[src/rtl/fft_job_scheduler_if.sv]
// Signal bundle between the requesters, the shared FFT core and the tagged-result sink.
interface fft_job_scheduler_if #(
  parameter int DW = 32
);
  logic [1:0]      i_req_valid;
  logic [2*DW-1:0] i_req_re;
  logic [2*DW-1:0] i_req_im;
  logic [1:0]      o_req_ready;
  logic            o_core_start;
  logic            o_core_valid;
  logic [DW-1:0]   o_core_re;
  logic [DW-1:0]   o_core_im;
  logic            i_core_valid;
  logic [DW-1:0]   i_core_re;
  logic [DW-1:0]   i_core_im;
  logic            i_core_done;
  logic            o_res_valid;
  logic [DW-1:0]   o_res_re;
  logic [DW-1:0]   o_res_im;
  logic            o_res_id;
  logic [2:0]      o_res_idx;
  logic            o_res_last;
  logic            o_busy;
  logic            o_err_timeout;
  logic [15:0]     o_frames_done;

  modport slave (
    input  i_req_valid, i_req_re, i_req_im,
    input  i_core_valid, i_core_re, i_core_im, i_core_done,
    output o_req_ready, o_core_start, o_core_valid, o_core_re, o_core_im,
    output o_res_valid, o_res_re, o_res_im, o_res_id, o_res_idx, o_res_last,
    output o_busy, o_err_timeout, o_frames_done
  );

  modport master (
    output i_req_valid, i_req_re, i_req_im,
    output i_core_valid, i_core_re, i_core_im, i_core_done,
    input  o_req_ready, o_core_start, o_core_valid, o_core_re, o_core_im,
    input  o_res_valid, o_res_re, o_res_im, o_res_id, o_res_idx, o_res_last,
    input  o_busy, o_err_timeout, o_frames_done
  );
endinterface

[src/rtl/fft_job_scheduler.sv]
// Shares one 8-point FFT core between two requesters: round-robin frame grant,
// sample load, tagged result collection and a drain watchdog.
module fft_job_scheduler #(
  parameter int DW      = 32,
  parameter int TIMEOUT = 255
) (
  input  logic               i_clk,
  input  logic               i_rst_n,
  fft_job_scheduler_if.slave bus
);

  localparam int WD_W = $clog2(TIMEOUT + 1);
  localparam logic [WD_W-1:0] WD_LIMIT = WD_W'(TIMEOUT - 1);

  typedef enum logic [1:0] {IDLE, START, LOAD, DRAIN} state_t;

  state_t          state, state_nxt;
  logic            grant, last_grant;
  logic [3:0]      load_cnt, res_cnt, res_cnt_nxt;
  logic            done_seen;
  logic [WD_W-1:0] wd_cnt;
  logic            err_timeout;
  logic [15:0]     frames_done;

  logic            res_valid_p1;
  logic [DW-1:0]   res_re_p1, res_im_p1;
  logic            res_id_p1;
  logic [2:0]      res_idx_p1;
  logic            res_last_p1;

  logic            req_any, grant_pick, load_hs, res_take, frame_done, wd_expire;
  logic [1:0]      req_ready;
  logic            core_start, core_valid, busy;
  logic [DW-1:0]   sel_re, sel_im, core_re, core_im;

  assign req_any     = |bus.i_req_valid;
  // On a tie the requester not served last wins; otherwise whoever is asking.
  assign grant_pick  = (&bus.i_req_valid) ? ~last_grant : bus.i_req_valid[1];
  assign sel_re      = grant ? bus.i_req_re[2*DW-1:DW] : bus.i_req_re[DW-1:0];
  assign sel_im      = grant ? bus.i_req_im[2*DW-1:DW] : bus.i_req_im[DW-1:0];
  assign load_hs     = (state == LOAD) && bus.i_req_valid[grant] && (load_cnt < 4'd8);
  assign res_take    = (state == DRAIN) && bus.i_core_valid && (res_cnt < 4'd8);
  assign res_cnt_nxt = res_cnt + {3'd0, res_take};
  // Done may precede, coincide with or follow the 8th result.
  assign frame_done  = (state == DRAIN) && (res_cnt_nxt == 4'd8) &&
                       (done_seen || bus.i_core_done);
  assign wd_expire   = (state == DRAIN) && !bus.i_core_valid && (wd_cnt == WD_LIMIT);

  always_ff @(posedge i_clk or negedge i_rst_n) begin
    if (!i_rst_n) state <= IDLE;
    else          state <= state_nxt;
  end

  always_comb begin
    state_nxt = state;
    case (state)
      IDLE:    if (req_any) state_nxt = START;
      START:   state_nxt = LOAD;
      LOAD:    if (load_hs && (load_cnt == 4'd7)) state_nxt = DRAIN;
      DRAIN:   if (frame_done || wd_expire) state_nxt = IDLE;
      default: state_nxt = IDLE;
    endcase
  end

  always_comb begin
    req_ready  = 2'b00;
    core_start = 1'b0;
    core_valid = 1'b0;
    core_re    = '0;
    core_im    = '0;
    busy       = (state != IDLE);
    case (state)
      START: core_start = 1'b1;
      LOAD: begin
        req_ready[grant] = (load_cnt < 4'd8);
        core_valid       = load_hs;
        if (load_hs) begin
          core_re = sel_re;
          core_im = sel_im;
        end
      end
      default: ;
    endcase
  end

  always_ff @(posedge i_clk or negedge i_rst_n) begin
    if (!i_rst_n) begin
      grant       <= 1'b0;
      last_grant  <= 1'b1;
      load_cnt    <= '0;
      res_cnt     <= '0;
      done_seen   <= 1'b0;
      wd_cnt      <= '0;
      err_timeout <= 1'b0;
      frames_done <= '0;
    end else begin
      case (state)
        IDLE: if (req_any) begin
          grant      <= grant_pick;
          last_grant <= grant_pick;
        end
        START: begin
          err_timeout <= 1'b0;
          load_cnt    <= '0;
          res_cnt     <= '0;
          done_seen   <= 1'b0;
          wd_cnt      <= '0;
        end
        LOAD: if (load_hs) load_cnt <= load_cnt + 4'd1;
        DRAIN: begin
          res_cnt <= res_cnt_nxt;
          if (bus.i_core_done) done_seen <= 1'b1;
          wd_cnt <= bus.i_core_valid ? '0 : wd_cnt + WD_W'(1);
          if (frame_done)     frames_done <= frames_done + 16'd1;
          else if (wd_expire) err_timeout <= 1'b1;
        end
        default: ;
      endcase
    end
  end

  // Result stage: one register between core result and tagged output.
  always_ff @(posedge i_clk or negedge i_rst_n) begin
    if (!i_rst_n) begin
      res_valid_p1 <= 1'b0;
      res_re_p1    <= '0;
      res_im_p1    <= '0;
      res_id_p1    <= 1'b0;
      res_idx_p1   <= '0;
      res_last_p1  <= 1'b0;
    end else begin
      res_valid_p1 <= res_take;
      if (res_take) begin
        res_re_p1   <= bus.i_core_re;
        res_im_p1   <= bus.i_core_im;
        res_id_p1   <= grant;
        res_idx_p1  <= res_cnt[2:0];
        res_last_p1 <= (res_cnt == 4'd7);
      end
    end
  end

  assign bus.o_req_ready   = req_ready;
  assign bus.o_core_start  = core_start;
  assign bus.o_core_valid  = core_valid;
  assign bus.o_core_re     = core_re;
  assign bus.o_core_im     = core_im;
  assign bus.o_res_valid   = res_valid_p1;
  assign bus.o_res_re      = res_re_p1;
  assign bus.o_res_im      = res_im_p1;
  assign bus.o_res_id      = res_id_p1;
  assign bus.o_res_idx     = res_idx_p1;
  assign bus.o_res_last    = res_last_p1;
  assign bus.o_busy        = busy;
  assign bus.o_err_timeout = err_timeout;
  assign bus.o_frames_done = frames_done;

endmodule

[src/flat_wrapper.sv]
// flat-port wrapper written by rule: the top's interface ports become plain ports
module fft_job_scheduler_flat 
#(
  parameter int DW      = 32,
  parameter int TIMEOUT = 255
)
  (i_clk, i_rst_n, bus_i_req_valid, bus_i_req_re, bus_i_req_im, bus_i_core_valid, bus_i_core_re, bus_i_core_im, bus_i_core_done, bus_o_req_ready, bus_o_core_start, bus_o_core_valid, bus_o_core_re, bus_o_core_im, bus_o_res_valid, bus_o_res_re, bus_o_res_im, bus_o_res_id, bus_o_res_idx, bus_o_res_last, bus_o_busy, bus_o_err_timeout, bus_o_frames_done);
  fft_job_scheduler_if #(.DW(DW)) bus_i ();
  input  logic i_clk;
  input  logic i_rst_n;
  input wire logic [$bits(bus_i.i_req_valid)-1:0] bus_i_req_valid;
  input wire logic [$bits(bus_i.i_req_re)-1:0] bus_i_req_re;
  input wire logic [$bits(bus_i.i_req_im)-1:0] bus_i_req_im;
  input wire logic [$bits(bus_i.i_core_valid)-1:0] bus_i_core_valid;
  input wire logic [$bits(bus_i.i_core_re)-1:0] bus_i_core_re;
  input wire logic [$bits(bus_i.i_core_im)-1:0] bus_i_core_im;
  input wire logic [$bits(bus_i.i_core_done)-1:0] bus_i_core_done;
  output wire logic [$bits(bus_i.o_req_ready)-1:0] bus_o_req_ready;
  output wire logic [$bits(bus_i.o_core_start)-1:0] bus_o_core_start;
  output wire logic [$bits(bus_i.o_core_valid)-1:0] bus_o_core_valid;
  output wire logic [$bits(bus_i.o_core_re)-1:0] bus_o_core_re;
  output wire logic [$bits(bus_i.o_core_im)-1:0] bus_o_core_im;
  output wire logic [$bits(bus_i.o_res_valid)-1:0] bus_o_res_valid;
  output wire logic [$bits(bus_i.o_res_re)-1:0] bus_o_res_re;
  output wire logic [$bits(bus_i.o_res_im)-1:0] bus_o_res_im;
  output wire logic [$bits(bus_i.o_res_id)-1:0] bus_o_res_id;
  output wire logic [$bits(bus_i.o_res_idx)-1:0] bus_o_res_idx;
  output wire logic [$bits(bus_i.o_res_last)-1:0] bus_o_res_last;
  output wire logic [$bits(bus_i.o_busy)-1:0] bus_o_busy;
  output wire logic [$bits(bus_i.o_err_timeout)-1:0] bus_o_err_timeout;
  output wire logic [$bits(bus_i.o_frames_done)-1:0] bus_o_frames_done;
  assign bus_i.i_req_valid = bus_i_req_valid;
  assign bus_i.i_req_re = bus_i_req_re;
  assign bus_i.i_req_im = bus_i_req_im;
  assign bus_i.i_core_valid = bus_i_core_valid;
  assign bus_i.i_core_re = bus_i_core_re;
  assign bus_i.i_core_im = bus_i_core_im;
  assign bus_i.i_core_done = bus_i_core_done;
  assign bus_o_req_ready = bus_i.o_req_ready;
  assign bus_o_core_start = bus_i.o_core_start;
  assign bus_o_core_valid = bus_i.o_core_valid;
  assign bus_o_core_re = bus_i.o_core_re;
  assign bus_o_core_im = bus_i.o_core_im;
  assign bus_o_res_valid = bus_i.o_res_valid;
  assign bus_o_res_re = bus_i.o_res_re;
  assign bus_o_res_im = bus_i.o_res_im;
  assign bus_o_res_id = bus_i.o_res_id;
  assign bus_o_res_idx = bus_i.o_res_idx;
  assign bus_o_res_last = bus_i.o_res_last;
  assign bus_o_busy = bus_i.o_busy;
  assign bus_o_err_timeout = bus_i.o_err_timeout;
  assign bus_o_frames_done = bus_i.o_frames_done;
  fft_job_scheduler #(.DW(DW), .TIMEOUT(TIMEOUT)) u_core (.i_clk(i_clk), .i_rst_n(i_rst_n), .bus(bus_i));
endmodule
[config.mk]
export PLATFORM = sky130hd
export DESIGN_NAME = fft_job_scheduler_flat
export DESIGN_NICKNAME = d
export VERILOG_FILES = /design/src/rtl/fft_job_scheduler_if.sv /design/src/rtl/fft_job_scheduler.sv /design/src/flat_wrapper.sv
export SDC_FILE = /design/constraint.sdc
export NUM_CORES = 1
export LEC_CHECK = 0
export BUFFER_PORTS_ARGS = -buffer_cell sky130_fd_sc_hd__buf_2
export CAP_MARGIN = 10
export CORE_AREA = 2 2 137 139
export DETAILED_ROUTE_END_ITERATION = 12
export DIE_AREA = 0 0 139 141
export GPL_ROUTABILITY_DRIVEN = 0
export HOLD_SLACK_MARGIN = 0.05
export SYNTH_ARGS = -nofsm -noshare
export SYNTH_HDL_FRONTEND = slang
export SYNTH_SLANG_ARGS = --single-unit
[constraint.sdc]
create_clock -name i_clk -period 4.6 [get_ports i_clk]
set_input_delay 0.23 -clock i_clk [delete_from_list [all_inputs] [get_ports i_clk]]
set_output_delay 0.23 -clock i_clk [all_outputs]
set_load 0.02 [all_outputs]
**Word level (Yosys, flattened, before mapping)**

Cells that the tools add are included.

- Bits in registers: 108
- Output and inout bits: 156
- Word-level logic and storage cells: 92

- $add $sub $neg: 4
- Magnitude comparators: 4
- Eq/ne operators: 14
- Mux-type cells: 28
- Bitwise operators: 2
- Reductions and logical operators: 25

Operators by type and width:

| kind | number |
|---|---|
| $mux W32 | 6 |
| $add A16 B1 Y16 const B | 1 |
| $pmux W4 S2 | 2 |
| $pmux W8 S2 | 1 |
| $logic_and A1 B1 Y1 | 10 |
| $reduce_and A2 Y1 | 5 |
| $mux W1 | 9 |
| $add A8 B1 Y8 const B | 1 |
| $eq A4 B3 Y1 const B | 2 |
| $eq A8 B8 Y1 const B | 1 |
| $lt A4 B4 Y1 const B | 2 |
| $mux W2 | 4 |
| $mux W8 | 1 |
| $ne A2 B2 Y1 const B | 4 |
| $pmux W2 S4 | 1 |
| $ne A2 B1 Y1 const B | 3 |
| $reduce_and A3 Y1 | 2 |
| $reduce_bool A2 Y1 | 3 |
| $add A4 B1 Y4 | 1 |
| $add A4 B1 Y4 const B | 1 |
| $eq A2 B2 Y1 const B | 2 |
| $eq A4 B4 Y1 const B | 1 |
| $mux W4 | 1 |
| $pmux W1 S2 | 2 |
| other kinds (10) | 11 |

**Depth between registers and ports, before layout**

- Depth after elaboration: 10
- Depth in mapped cells: 13
- Mapped depth without buffers: 10

**Worst setup path after synthesis**

No wires, ideal clock.

- Kind: register to register
- Start point: reg u_core.state[0]
- End point: reg u_core.state[0]
- Setup time: 0.104 ns
- Data arrival time: 3.028 ns
- Data required time: 4.496 ns
- Slack: 1.468 ns
- Stages on the path, launching flop included: 12
- Buffers on the path: 2
- Period minus slack after synthesis: 3.132 ns
- Cell sequence: dfrtp_1 ha_1 nor2b_1 nand2_1 clkbuf_1 inv_1 ha_1 ha_1 or4_1 buf_6 or2_1 a221oi_1

- Longest elaborated chain between the ends: 10
- Elaborated cells between the ends (all ways): 21
- Those cells by class: add/sub (1); eq/ne (7); mux (1); reduce/logical (12)

Ends and longest elaborated chain:

| element | line | source |
|---|---|---|
| from (decl) | fft_job_scheduler.sv:17 | `state_t state, state_nxt;` |
| from (signal assigned) | fft_job_scheduler.sv:51 | `else state <= state_nxt;` |
| $eq A2 B2 Y1 | fft_job_scheduler.sv:42 | `assign res_take = (state == DRAIN) && bus.i_core_valid && (res_cnt < 4'd8);` |
| $logic_and A1 B1 Y1 (2 in series) | fft_job_scheduler.sv:42 |  |
| via u_core.res_take | fft_job_scheduler.sv:31 | `logic req_any, grant_pick, load_hs, res_take, frame_done, wd_expire;` |
| $add A4 B1 Y4 | fft_job_scheduler.sv:43 | `assign res_cnt_nxt = res_cnt + {3'd0, res_take};` |
| $eq A4 B4 Y1 | fft_job_scheduler.sv:45 | `assign frame_done = (state == DRAIN) && (res_cnt_nxt == 4'd8) &&` |
| $logic_and A1 B1 Y1 (2 in series) | fft_job_scheduler.sv:45 |  |
| $logic_or A1 B1 Y1 | fft_job_scheduler.sv:60 | `DRAIN: if (frame_done \|\| wd_expire) state_nxt = IDLE;` |
| $ne A2 B2 Y1 (no line) | n/a |  |
| $reduce_and A3 Y1 (no line) | n/a |  |

The timed path passes the listed nets, and every way through them passes these cells.
A chain may end at the register's enable or synchronous reset.

**Worst setup path after layout**

Same ends and word-level chain as after synthesis.

==> flow_summary.yaml <==
worst_hold_path:
  hold_class: "in2async"
worst_setup_path:
  critical_path_buf_inv_count: 1
  crit_fanout: 18
  crit_family: "simple AND/OR/NAND/NOR gates"
  reg2reg_to: "u_core.state[0]$_DFFE_PN0P_"
  rrSetupSlack_ps: 1120
  r2r_start: "u_core.state[0]$_DFFE_PN0P_"
  worstPathCellList: "ha_1 > nor2b_1 > nand2_2 > inv_1 > ha_1 > ha_1 > or4_1 > or2_1 > a221oi_1"
  cp_slowest_cell: "or4_1"
  slowest_delay_ps: 920
  crit_path_frequent_cell: "ha_1"
  critPathLaunchType: "register"
  criticalPathCategory: "reg2reg"
  worstPathArrival_ps: 3730
  worstPathRequired_ps: 4850
  worstRegToRegCells: 9
  end_kind: "register"
logic_synthesis:
  syn_avg_cell_area_um2: 11.2
  yosysTopAreaCell: "dfrtp_1"
  netlist_instances: 498
  netlist_area_mm2: 0.00559
  yosysWarningCount: 0
  synth_edf_count: 0
  yosys.area.top_type_share_pct: 47.9
  ys_ff_latch: 108
  ys_top_cells_by_area: "dfrtp_1, mux2_2, mux2i_1, nor2_1, xor2_1"
  synth.most_common_cell: "dfrtp_1"
  syn_nets: 706
  ys.flop_type: "dfrtp_1"
  synth_cell_type_count: 45
  ys_async_sr_fraction_pct: 100
  yosys-top-cells-count: "dfrtp_1, nor2_1, mux2_2, mux2i_1, nand2_1"
  ys_seq_area_share_pct: 48.3
sta:
  slew_violations: 0
  rsz0062_at_grt: "false"
  setup_viol: 0
  fmax_mhz: 287
  post-route-period-util_pct: 75.6
  hold_slack_ps: -31.6
  finalHoldViolations: 4
  slew_headroom_pct: 35.7
  period_minus_slack_ps: 3480
  worst_pin_slew_ps: 965
  finClkSkew_ps: 11.9
  tns_ps: 0
pwr:
  power_frac_clock_pct: 16.8
  p_switching_mw: 1.97
  cellLeakagePower_nw: 4.32
  combPwrFrac_pct: 50.3
  pwr_density_cell_mw_per_mm2: 585
  seqPwrFrac_pct: 33.0
  ir_drop_v: 0.000378
  p_int_mw: 2.63
  swShare_pct: 42.8
finish:
  nFillCells: 1780
  regArea_mm2: 0.00271
  multi_input_area_mm2: 0.00272
  drive_above_1_share_pct: 53.7
  area_delta_synth_final_pct: 40.5
  fin_nets: 1046
  final_cell_area_mm2: 0.00786
placed_design:
  post-dp-hpwl_mm: 13.8
  io_buffers: 353
  place_area_mm2: 0.00756
detailed_routing:
  dr.pass1.iters: 4
  viasPerCell: 4.60
  wirelength_mm: 17.2
  avgRoutedWirePerCell_um: 16.0
  first_iter_violations: 97
  vias: 4956
  drtAntennaViolNets: 0
  drc_errors: 0
clock_network:
  cts_tree: "done"
  clk_latency_ps: 350
  root_buffer: "clkbuf_16"
  cts-resized-gates: 0
  postCtsHoldBufs: 0
  cts_buffer_depth: 2
  post_cts_buffers: 0
  htreeDepth: 3
  clock-sinks: 108
  path_clk_slew_ps: 80
  cts_inserted_buffers: 9
global_route:
  grt_max_degree: 75
  grt.overflow.total: 0
  antenna_found_initial: 1
  grt_pass1_wl_mm: 26.1
  first_global_vias: 4901
  grt_usage_pct: 17.0
run_status:
  status: "finished, violations left"
  violations: "negative hold slack"
die:
  die_h_um: 141
  start_util_pct: 30.6
  die-area_mm2: 0.0196
  io_pins: 354
  die_w_um: 139
  coreArea_mm2: 0.0183
  rows: 50
flow_run:
  cap_violations: 0
[how the worst max path moves through the flow]
stage | startpoint | to | depth (start not counted)
after floorplan | u_core.state[0]$_DFFE_PN0P_ | u_core.state[0]$_DFFE_PN0P_ | 11
after global placement | u_core.state[0]$_DFFE_PN0P_ | u_core.state[0]$_DFFE_PN0P_ | 9
after detailed placement | u_core.state[0]$_DFFE_PN0P_ | u_core.state[0]$_DFFE_PN0P_ | 9
after CTS | u_core.state[0]$_DFFE_PN0P_ | u_core.state[0]$_DFFE_PN0P_ | 9
after global routing | u_core.state[0]$_DFFE_PN0P_ | u_core.state[0]$_DFFE_PN0P_ | 9
final | u_core.state[0]$_DFFE_PN0P_ | u_core.state[0]$_DFFE_PN0P_ | 9
[cells in the final DEF (no fill, tap or decap), types with 2 or more instances in the layout]
| cell | count |
|---|---|
| dfrtp_1 | 106 |
| inv_8 | 3 |
| and3_1 | 4 |
| mux2i_1 | 64 |
| nor4_1 | 5 |
| ha_1 | 10 |
| o31ai_1 | 2 |
| a31oi_1 | 3 |
| nand2_2 | 2 |
| nand3_1 | 9 |
| nand2b_1 | 4 |
| inv_1 | 10 |
| clkbuf_16 | 9 |
| a22o_1 | 2 |
| o21ai_0 | 20 |
| nor2b_1 | 5 |
| mux2_2 | 70 |
| buf_4 | 5 |
| nor2_1 | 77 |
| xor2_1 | 15 |
| nor3_1 | 5 |
| nand4_1 | 6 |
| a21oi_1 | 4 |
| nand2_1 | 20 |
| xnor2_1 | 2 |
| nor4_4 | 4 |
| and2_1 | 4 |
| buf_2 | 352 |
[stage by stage]
step	hold WS, ps	power (mW)	cells	worst slack [ps]	utilization, %
2_1_floorplan	-65.6	3.13	498	1470	-
3_3_place_gp	427	3.84	1061	1230	41.4
3_5_place_dp	444	3.88	1061	1120	41.4
4_1_cts	60.4	4.67	1077	1090	43.0
5_1_grt	59.7	4.90	1078	779	43.0
6_report	-31.6	4.60	1078	1120	43.0
[power by group through the flow]
stage	Sequential (mW)	Clock, mW	Combinational (mW)
after global placement	1.51	0	2.33
after floorplan	1.86	0	1.27
after global routing	1.56	0.846	2.49
after CTS	1.52	0.806	2.35
after detailed placement	1.54	0	2.34
final	1.52	0.771	2.31
[metal layers]
layer	global-route usage [%]	share of wire, %	vias to the layer above
met3	4.72	7.7	18
li1	-	-	2420
met2	31.1	52	234
met5	0	0	-
met4	5.58	1.8	0
met1	19.0	38	2284
[area by class of cell]
cell class	instances	area share, %
Multi-Input combinational cell	352	34.6
Sequential cell	108	34.5
Timing Repair Buffer	357	22.9
Tap cell	234	3.73
Clock buffer	9	2.87
Clock inverter	7	0.955
Inverter	10	0.478
Antenna cell	1	0.0318
[worst register-to-register path: stages, from the launching register on]
cell and delay [ps]:
dfrtp_1 430, ha_1 430, nor2b_1 340, nand2_2 90, inv_1 80, ha_1 170, ha_1 240, or4_1 920
or2_1 410, a221oi_1 270
[sequential cells by signal (all words and copies together), names as in the netlist, 2 cells and up]
signal                    count
u_core.bus.o_res_re          32
u_core.bus.o_frames_done     16
u_core.load_cnt               4
u_core.res_cnt                4
u_core.state                  2
u_core.bus.o_res_im          32
u_core.bus.o_res_idx          3
u_core.wd_cnt                 8
[logic make-up after synthesis]
family                   count (synthesis)  share of synthesized area (%)
AND/OR/NAND/NOR                        150                           13.2
multiplexers                           135                           26.0
flip-flops                             108                           48.3
AO/OA/AOI/OAI                           40                           4.43
buffers and inverters                   38                           3.13
XOR/XNOR                                17                           2.66
adder cells (fa/ha/maj)                 10                           2.24
Power figures use the tool's default switching activity.
